==> src/rtl/cfc_checkpoint.sv <==
// Speculative rename table with a circular buffer of per-branch RAT/FRL-head snapshots.
// Lookups are combinational; a mispredict flush restores the RAT in one cycle.
module cfc_checkpoint #(
  parameter int NUM_CKPT   = 4,
  parameter int TAG_WIDTH  = 2,
  parameter int PHY_WIDTH  = 6,
  parameter int ARCH_WIDTH = 5,
  parameter int PTR_WIDTH  = 5
) (
  input  logic                  clk,
  input  logic                  resetb,
  input  logic [ARCH_WIDTH-1:0] Dis_RsAddr,
  input  logic [ARCH_WIDTH-1:0] Dis_RtAddr,
  output logic [PHY_WIDTH-1:0]  Cfc_RsPhyAddr,
  output logic [PHY_WIDTH-1:0]  Cfc_RtPhyAddr,
  input  logic                  Dis_RegWrite,
  input  logic [ARCH_WIDTH-1:0] Dis_RdAddr,
  input  logic [PHY_WIDTH-1:0]  Dis_NewPhyAddr,
  output logic [PHY_WIDTH-1:0]  Cfc_RdPrePhyAddr,
  input  logic                  Dis_CkptReq,
  input  logic [PTR_WIDTH-1:0]  Frl_HeadPtr,
  output logic [TAG_WIDTH-1:0]  Cfc_CkptTag,
  output logic                  Cfc_Full,
  input  logic                  Cdb_BranchValid,
  input  logic [TAG_WIDTH-1:0]  Cdb_BranchTag,
  input  logic                  Cdb_Flush,
  output logic [PTR_WIDTH-1:0]  Cfc_FrlHeadPtr
);

  localparam int NUM_ARCH = 1 << ARCH_WIDTH;

  logic [PHY_WIDTH-1:0] rat      [NUM_ARCH];
  logic [PHY_WIDTH-1:0] ckpt_rat [NUM_CKPT][NUM_ARCH];
  logic [PTR_WIDTH-1:0] ckpt_ptr [NUM_CKPT];
  logic [NUM_CKPT-1:0]  valid;
  logic [NUM_CKPT-1:0]  valid_nxt;
  logic [TAG_WIDTH:0]   head;
  logic [TAG_WIDTH:0]   tail;
  logic [TAG_WIDTH:0]   flush_tail;
  logic [TAG_WIDTH-1:0] head_lo;
  logic [TAG_WIDTH-1:0] tail_lo;
  logic [TAG_WIDTH-1:0] flush_off;
  logic                 empty;
  logic                 flush;
  logic                 resolve;
  logic                 alloc;
  logic                 rename;
  logic                 retire;

  assign head_lo = head[TAG_WIDTH-1:0];
  assign tail_lo = tail[TAG_WIDTH-1:0];
  assign empty   = (head == tail);
  assign Cfc_Full = (head_lo == tail_lo) && (head[TAG_WIDTH] != tail[TAG_WIDTH]);
  assign Cfc_CkptTag = tail_lo;

  assign flush   = Cdb_BranchValid & Cdb_Flush;
  assign resolve = Cdb_BranchValid & ~Cdb_Flush;
  assign alloc   = Dis_CkptReq & ~Cfc_Full & ~flush;
  assign rename  = Dis_RegWrite & ~flush;
  // Retire looks at the registered valid bit, so a resolution drains one cycle later.
  assign retire  = ~empty & ~valid[head_lo];

  // Distance of the flushed slot from head equals the number of older slots kept.
  assign flush_off  = Cdb_BranchTag - head_lo;
  assign flush_tail = head + {1'b0, flush_off};

  assign Cfc_RsPhyAddr    = rat[Dis_RsAddr];
  assign Cfc_RtPhyAddr    = rat[Dis_RtAddr];
  assign Cfc_RdPrePhyAddr = rat[Dis_RdAddr];
  assign Cfc_FrlHeadPtr   = ckpt_ptr[Cdb_BranchTag];

  always_comb begin
    valid_nxt = valid;
    if (resolve)
      valid_nxt[Cdb_BranchTag] = 1'b0;
    if (flush) begin
      for (int i = 0; i < NUM_CKPT; i++) begin
        if ((TAG_WIDTH'(i) - head_lo) >= flush_off)
          valid_nxt[i] = 1'b0;
      end
    end
    if (alloc)
      valid_nxt[tail_lo] = 1'b1;
  end

  always_ff @(posedge clk or posedge resetb) begin
    if (resetb) begin
      valid <= '0;
      head  <= '0;
      tail  <= '0;
    end else begin
      valid <= valid_nxt;
      if (retire)
        head <= head + 1'b1;
      if (flush)
        tail <= flush_tail;
      else if (alloc)
        tail <= tail + 1'b1;
    end
  end

  always_ff @(posedge clk or posedge resetb) begin
    if (resetb) begin
      for (int i = 0; i < NUM_ARCH; i++)
        rat[i] <= PHY_WIDTH'(i);
    end else if (flush) begin
      for (int i = 0; i < NUM_ARCH; i++)
        rat[i] <= ckpt_rat[Cdb_BranchTag][i];
    end else if (rename) begin
      rat[Dis_RdAddr] <= Dis_NewPhyAddr;
    end
  end

  // Snapshot storage needs no reset: a slot is only read while its valid bit is set.
  always_ff @(posedge clk) begin
    if (alloc) begin
      for (int i = 0; i < NUM_ARCH; i++)
        ckpt_rat[tail_lo][i] <= rat[i];
      ckpt_ptr[tail_lo] <= Frl_HeadPtr;
    end
  end

endmodule

==> config.mk <==
export PLATFORM = sky130hd
export DESIGN_NAME = cfc_checkpoint
export DESIGN_NICKNAME = d
export VERILOG_FILES = /design/src/rtl/cfc_checkpoint.sv
export SDC_FILE = /design/constraint.sdc
export NUM_CORES = 1
export LEC_CHECK = 0
export CAP_MARGIN = 5
export CORE_MARGIN = 5
export CORE_UTILIZATION = 60
export CTS_CLUSTER_DIAMETER = 120
export DETAILED_ROUTE_END_ITERATION = 12
export MAX_ROUTING_LAYER = met4
export PLACE_DENSITY = 0.78
export SYNTH_ARGS = -nofsm -noshare
export SYNTH_HDL_FRONTEND = slang
export SYNTH_SLANG_ARGS = --single-unit
==> constraint.sdc <==
create_clock -name clk -period 9.56 [get_ports clk]
set_input_delay 1.912 -clock clk [delete_from_list [all_inputs] [get_ports clk]]
set_output_delay 1.912 -clock clk [all_outputs]
set_load 0.01 [all_outputs]
==> impl_metrics.py, run 1 <==
metrics = {
    "synth": {
        "synthTopCellsByArea": "edfxtp_1 56%, mux4_2 19%, dfrtp_1 7.2%",
        "ys_ff_latch": 990,
        "synth_top_family_by_area": "multiplexers",
        "synth-compound-area-share_pct": 2.92,
        "synth_area_mm2": 0.0425,
        "synth_cell_types": 41,
        "synth_edf_count": 788,
        "synth_nets": 2295,
        "synthXorXnorAreaFrac_pct": 0.185,
        "yosysWarnings": 0,
        "synth_area_per_cell_um2": 18.9,
        "syn_inst": 2249,
        "synthAdderAreaFrac_pct": 0.406,
        "ys_dominant_reg_cell": "edfxtp_1",
        "synth_top_cell_by_area": "edfxtp_1",
        "async_flop_share_pct": 20.4,
        "synthSimpleGateAreaFrac_pct": 2.76,
        "seq_area_frac_synth_pct": 67.8,
        "yosysTopAreaCellShare_pct": 55.6,
        "synthMuxAreaShare_pct": 24.3,
    },
    "global_routing": {
        "grt-ovfl-total": 0,
        "grt_usage_pct": 28.2,
        "grt_pass1_wl_um": 156000,
        "grt_pass1_vias": 23900,
        "grt_max_degree": 225,
        "grt_antenna_before_repair": 3,
    },
    "sta": {
        "rsz0062_at_grt": "false",
        "fin_skew_ns": 0.0176,
        "setup_violations": 0,
        "hold_viol": 0,
        "maxSlewHeadroom_pct": 16.1,
        "setup_tns_ns": 0,
        "worst_pin_slew_ns": 1.25,
        "timing.hold.ws_ns": 0.495,
        "period_needed_ns": 6.66,
        "slew_violations": 0,
        "finalCritPeriodShare_pct": 69.6,
        "max_freq_mhz": 150,
    },
    "power": {
        "p_leak_nw": 15.7,
        "powerDensity_mw_per_mm2": 256,
        "vdd_drop_max_mv": 0.261,
    },
    "route": {
        "finalWirelength_um": 103000,
        "antenna_left": 0,
        "avgRoutedWirePerCell_um": 31.2,
        "drcViolationCount": 0,
        "vias": 22900,
        "firstDrtPassIters": 5,
        "drt_iter0_drc": 2780,
        "via_per_inst": 6.90,
    },
    "final_layout": {
        "area_growth_pct": 11.1,
        "fin_nets": 2337,
        "seqCellArea_mm2": 0.0288,
        "fillCellCount": 4490,
        "drive_gt1_share_pct": 29.0,
        "multi_input_area_mm2": 0.0130,
    },
    "cts": {
        "clock-sinks": 990,
        "clock_path_buffers": 3,
        "root_buffer": "clkbuf_16",
        "clkLatencyLatePin_ns": 0.64,
        "htree_num_levels": 3,
        "cts_hold_buf": 0,
        "clk_pin_slew_ns": 0.06,
        "post-cts-setup-buffers": 0,
        "numCtsBuffers": 100,
        "cts_resized": 0,
        "cts_tree": "done",
    },
    "die": {
        "initial_core_util_pct": 60.6,
        "rows": 97,
        "core_area_mm2": 0.0701,
        "die_y_um": 276,
        "die_x_um": 276,
        "dieArea_mm2": 0.0763,
        "boundaryPins": 60,
    },
    "setup_path": {
        "end_kind": "output pin",
        "rr_worst_depth": 4,
        "cp.arrival_ns": 4.75,
        "timing.rr.end": "ckpt_rat[2][36]",
        "worst_ep_required_time_ns": 7.65,
        "cp-start-kind": "input port",
        "cp_max_fo": 16,
        "path_class": "in2out",
        "reg2reg_slack_ns": 5.98,
        "crit-reg2reg-launch": "tail[0]",
    },
    "worst_hold_path": {
        "whs_endpoint": "valid[1]",
        "min-delay-path-class": "reg2reg",
        "whs_path_depth": 1,
        "hp-start": "valid[1]",
    },
    "placed_design": {
        "hpwl_um": 59900,
        "gp_congestion": 0.846,
        "io_buffers": 59,
    },
    "run_status": {
        "status": "finished, final reports clean",
    },
    "run": {
        "max-cap-violations": 0,
    },
}
-- power by group --
| group | total [mW] | leakage (nW) | internal [mW] | switching (mW) |
|---|---|---|---|---|
| clock | 3.86 | 1.61 | 2.25 | 1.61 |
| combinational | 1.81 | 4.48 | 0.816 | 0.995 |
| sequential | 6.40 | 9.60 | 5.80 | 0.601 |
| total | 12.1 | 15.7 | 8.86 | 3.20 |
-- cell families after synthesis --
group                      Yosys count
and+or+nand+nor                    266
AOI/OAI and AO/OA                  230
xor gates and xnor gates             9
DFF                                990
buffers and inverters              170
muxes                              572
adders and majority gates           12
-- routing by layer --
metal	share of wire (%)	global-route usage (%)	up-vias	routed length (um)
li1	-	-	9217	-
met1	38	38.2	12100	39100
met2	48	42.2	1357	49400
met3	11	7.94	223	10900
met4	3.8	9.76	0	3980
met5	0	-	-	0
-- cell usage after synthesis (2+ instances only) --
cell type and count:
o21ai_1 37, buf_1 41, edfxtp_1 788, a21oi_1 2, fa_1 3, a31oi_1 3, or3b_1 3, xnor2_1 7
clkbuf_1 88, o21ai_0 157, nand2_1 206, dfstp_2 80, nand2b_1 2, mux2_2 12, o221ai_1 2, nor2_2 19
mux4_2 366, mux2i_1 194, nand3_1 2, nand3b_1 6, buf_4 3, nand4_1 6, nor3b_2 3, dfrtp_1 122
a21o_1 2, buf_2 20, and3b_1 3, xor2_1 2, nor2_1 6, ha_1 9, inv_1 12, and3_1 6
buf_6 6, a22oi_1 24
-- worst max-delay path, stage by stage --
cell             delay [ns]
clkdlybuf4s50_1        0.66
nor3_1                 0.96
a22oi_1                0.18
nand4_1                0.41
clkdlybuf4s50_1        0.63
-- placed cells by master, fill, tap and decap left out, types with 20 or more instances in the layout --
cell and instances:
mux2i_1 194, mux4_2 366, o21ai_1 37, clkbuf_16 103, nor2_2 20, clkdlybuf4s50_1 51, buf_4 40, nand2_1 206
dfstp_2 80, clkinv_2 23, edfxtp_1 788, dfrtp_1 122, a22oi_1 24, o21ai_0 157
-- final cells by class --
class | instances | area share, %
multi-input combinational | 1089 | 27.5
inverter | 12 | 0.111
clock buffer | 133 | 5.95
sequential | 990 | 61.0
tap | 940 | 2.49
clock inverter | 54 | 0.975
antenna | 2 | 0.0106
timing repair buffer | 98 | 1.90
-- state kept, by name (all words and copies together), names as in the netlist --
register / cells
valid: 4
head: 3
rat: 192
ckpt_ptr: 20
tail: 3
ckpt_rat: 768
-- per-stage QoR --
stage | cell area, um^2 | power, mW | worst slack, ns | util [%] | cells
finish | 47200 | 12.1 | 2.90 | 67.3 | 3318
global route | 47200 | 12.5 | 2.68 | 67.3 | 3318
CTS | 47200 | 12.1 | 2.92 | 67.3 | 3316
detailed placement | 44000 | 8.26 | 2.94 | 62.7 | 3129
global placement | 44000 | 8.12 | 2.95 | 62.7 | 3129
floorplan | 42500 | 7.57 | 1.97 | - | 2249
-- worst max path at each step --
stage	from	to	slack, ns
after floorplan	Dis_CkptReq	ckpt_ptr[1][0]	1.97
after global placement	Dis_RdAddr[0]	Cfc_RdPrePhyAddr[1]	2.95
after detailed placement	Dis_RdAddr[0]	Cfc_RdPrePhyAddr[4]	2.94
after CTS	Dis_RdAddr[0]	Cfc_RdPrePhyAddr[4]	2.92
after global routing	Dis_RdAddr[0]	Cfc_RdPrePhyAddr[0]	2.68
final	Dis_RdAddr[3]	Cfc_RdPrePhyAddr[4]	2.90
Note: power is estimated with default switching activity, not from simulation.
==> inputs of run 2 (changes only) <==
- CORE_UTILIZATION: 60 -> 57
- PLACE_DENSITY: 0.78 -> 0.77
- clock period: 9.56 -> 5.9 ns (I/O delays scaled with it)
==> impl_metrics.py, run 2 (synthesized netlist as in run 1, its figures left out) <==
metrics = {
    "run_status": {
        "status": "finished, final reports clean",
    },
    "route": {
        "via_per_inst": 6.90,
        "firstDrtPassIters": 7,
        "drt_iter0_drc": 3124,
        "vias": 23200,
        "finalWirelength_um": 108000,
        "drcViolationCount": 0,
        "avgRoutedWirePerCell_um": 32.2,
        "antenna_left": 0,
    },
    "sta": {
        "period_needed_ns": 5.32,
        "max_freq_mhz": 188,
        "finalCritPeriodShare_pct": 90.1,
        "setup_violations": 0,
        "setup_tns_ns": 0,
        "fin_skew_ns": 0.0207,
        "slew_violations": 0,
        "worst_pin_slew_ns": 1.46,
        "maxSlewHeadroom_pct": 2.14,
        "hold_viol": 0,
        "rsz0062_at_grt": "false",
    },
    "cts": {
        "clock-sinks": 990,
        "clkLatencyLatePin_ns": 0.66,
        "numCtsBuffers": 99,
        "htree_num_levels": 3,
        "clk_pin_slew_ns": 0.06,
        "cts_hold_buf": 0,
        "post-cts-setup-buffers": 0,
        "clock_path_buffers": 3,
        "cts_resized": 0,
        "cts_tree": "done",
        "root_buffer": "clkbuf_16",
    },
    "setup_path": {
        "end_kind": "output pin",
        "crit_slowest_cell": "nor3_1",
        "cp_slowest_stage_delay_ns": 0.99,
        "crit_top_cell": "clkdlybuf4s50_1",
        "critPathTopFamily": "simple AND/OR/NAND/NOR gates",
        "worst_ep_required_time_ns": 4.72,
        "cp-start-kind": "input port",
        "path_class": "in2out",
        "worstPathCellList": "clkdlybuf4s50_1, nor3_1, a22oi_1, nand4_1, clkdlybuf4s50_1",
        "cp.arrival_ns": 4.14,
        "cp_max_fo": 16,
        "critPathBufInv": 2,
    },
    "final_layout": {
        "area_growth_pct": 11.9,
        "regMostFlops": "ckpt_rat",
        "seqCellArea_mm2": 0.0288,
        "fillCellCount": 4919,
        "multi_input_area_mm2": 0.0130,
        "drive_gt1_share_pct": 29.3,
        "utilization_pct": 64.2,
        "final_common_cell": "edfxtp_1",
        "layout_common_cells": "788 x edfxtp_1, 366 x mux4_2, 206 x nand2_1, 194 x mux2i_1, 157 x o21ai_0",
        "top_regs": "ckpt_rat: 768 flops, rat: 192 flops, ckpt_ptr: 20 flops",
        "fin_nets": 2349,
        "largest_reg_flops": 768,
    },
    "die": {
        "die_y_um": 283,
        "core_area_mm2": 0.0742,
        "die_x_um": 283,
        "rows": 100,
        "dieArea_mm2": 0.0802,
        "boundaryPins": 60,
        "initial_core_util_pct": 57.3,
    },
    "power": {
        "vdd_drop_max_mv": 0.322,
        "power_frac_comb_pct": 15.2,
        "seq_power_share_pct": 52.9,
        "p_leak_nw": 15.8,
        "p_sw_share_pct": 27.1,
        "p_clk_share_pct": 31.9,
        "intPower_mw": 14.4,
        "powerDensity_mw_per_mm2": 416,
        "p_sw_mw": 5.37,
    },
    "global_routing": {
        "grt_usage_pct": 27.9,
        "grt_max_degree": 142,
        "grt_pass1_vias": 23900,
        "grt_antenna_before_repair": 7,
        "grt_pass1_wl_um": 162000,
        "grt-ovfl-total": 0,
    },
    "worst_hold_path": {
        "min-delay-path-class": "reg2reg",
    },
    "placed_design": {
        "io_buffers": 59,
        "gp_congestion": 0.880,
        "hpwl_um": 64000,
    },
    "run": {
        "max-cap-violations": 0,
    },
}
## run 2: cell count changes in the layout (fill, tap and decap cells not counted), moves of 4 or more
cell | before | now
buf_4 | 40 | 36
clkinv_2 | 23 | 17
clkbuf_1 | 18 | 24
diode_2 | 2 | 8
buf_12 | 2 | 19
## run 2: per-layer routing
| metal | GRT usage, % | vias up | share of wire (%) |
|---|---|---|---|
| met3 | 8.68 | 214 | 13 |
| met2 | 40.2 | 1459 | 46 |
| met4 | 7.97 | 0 | 3.0 |
| met1 | 39.5 | 12300 | 38 |
| met5 | - | - | 0 |
| li1 | - | 9255 | - |
## run 2: final timing paths
check,startpoint,to,slack (ns),cells past startpoint
max,Dis_RdAddr[3],Cfc_RdPrePhyAddr[3],0.58,5
min,valid[3],valid[3],0.49,1
max reg2reg,head[0],ckpt_rat[2][127],2.72,4
min reg2reg,valid[3],valid[3],0.49,1
max in group asynchronous,resetb,rat[159],4.12,3
min in group asynchronous,resetb,rat[115],0.78,2
## run 2: power groups by stage
| stage | Clock, mW | Sequential, mW | Combinational, mW |
|---|---|---|---|
| final | 6.31 | 10.5 | 3.01 |
| after CTS | 6.38 | 10.4 | 3.04 |
| after floorplan | 0 | 10.1 | 2.05 |
| after detailed placement | 0 | 10.6 | 3.00 |
| after global routing | 6.72 | 10.6 | 3.23 |
| after global placement | 0 | 10.4 | 2.94 |
## run 2: final cells by class
cell class	count	area share [%]
Timing Repair Buffer	111	2.52
Inverter	12	0.103
Sequential cell	990	60.5
Antenna cell	8	0.0421
Multi-Input combinational cell	1089	27.3
Clock inverter	48	0.959
Tap cell	969	2.55
Clock buffer	140	5.96
## run 2: through the flow
step | cell area, um^2 | std cells | total power, mW | setup slack, ns | hold WS (ns)
3_3_place_gp | 44300 | 3171 | 13.3 | 0.641 | 0.457
5_1_grt | 47600 | 3366 | 20.5 | 0.524 | 0.508
3_5_place_dp | 44300 | 3171 | 13.6 | 0.719 | 0.478
6_report | 47600 | 3367 | 19.8 | 0.585 | 0.488
2_1_floorplan | 42500 | 2249 | 12.1 | 1.32 | 0.445
4_1_cts | 47600 | 3359 | 19.9 | 0.695 | 0.491
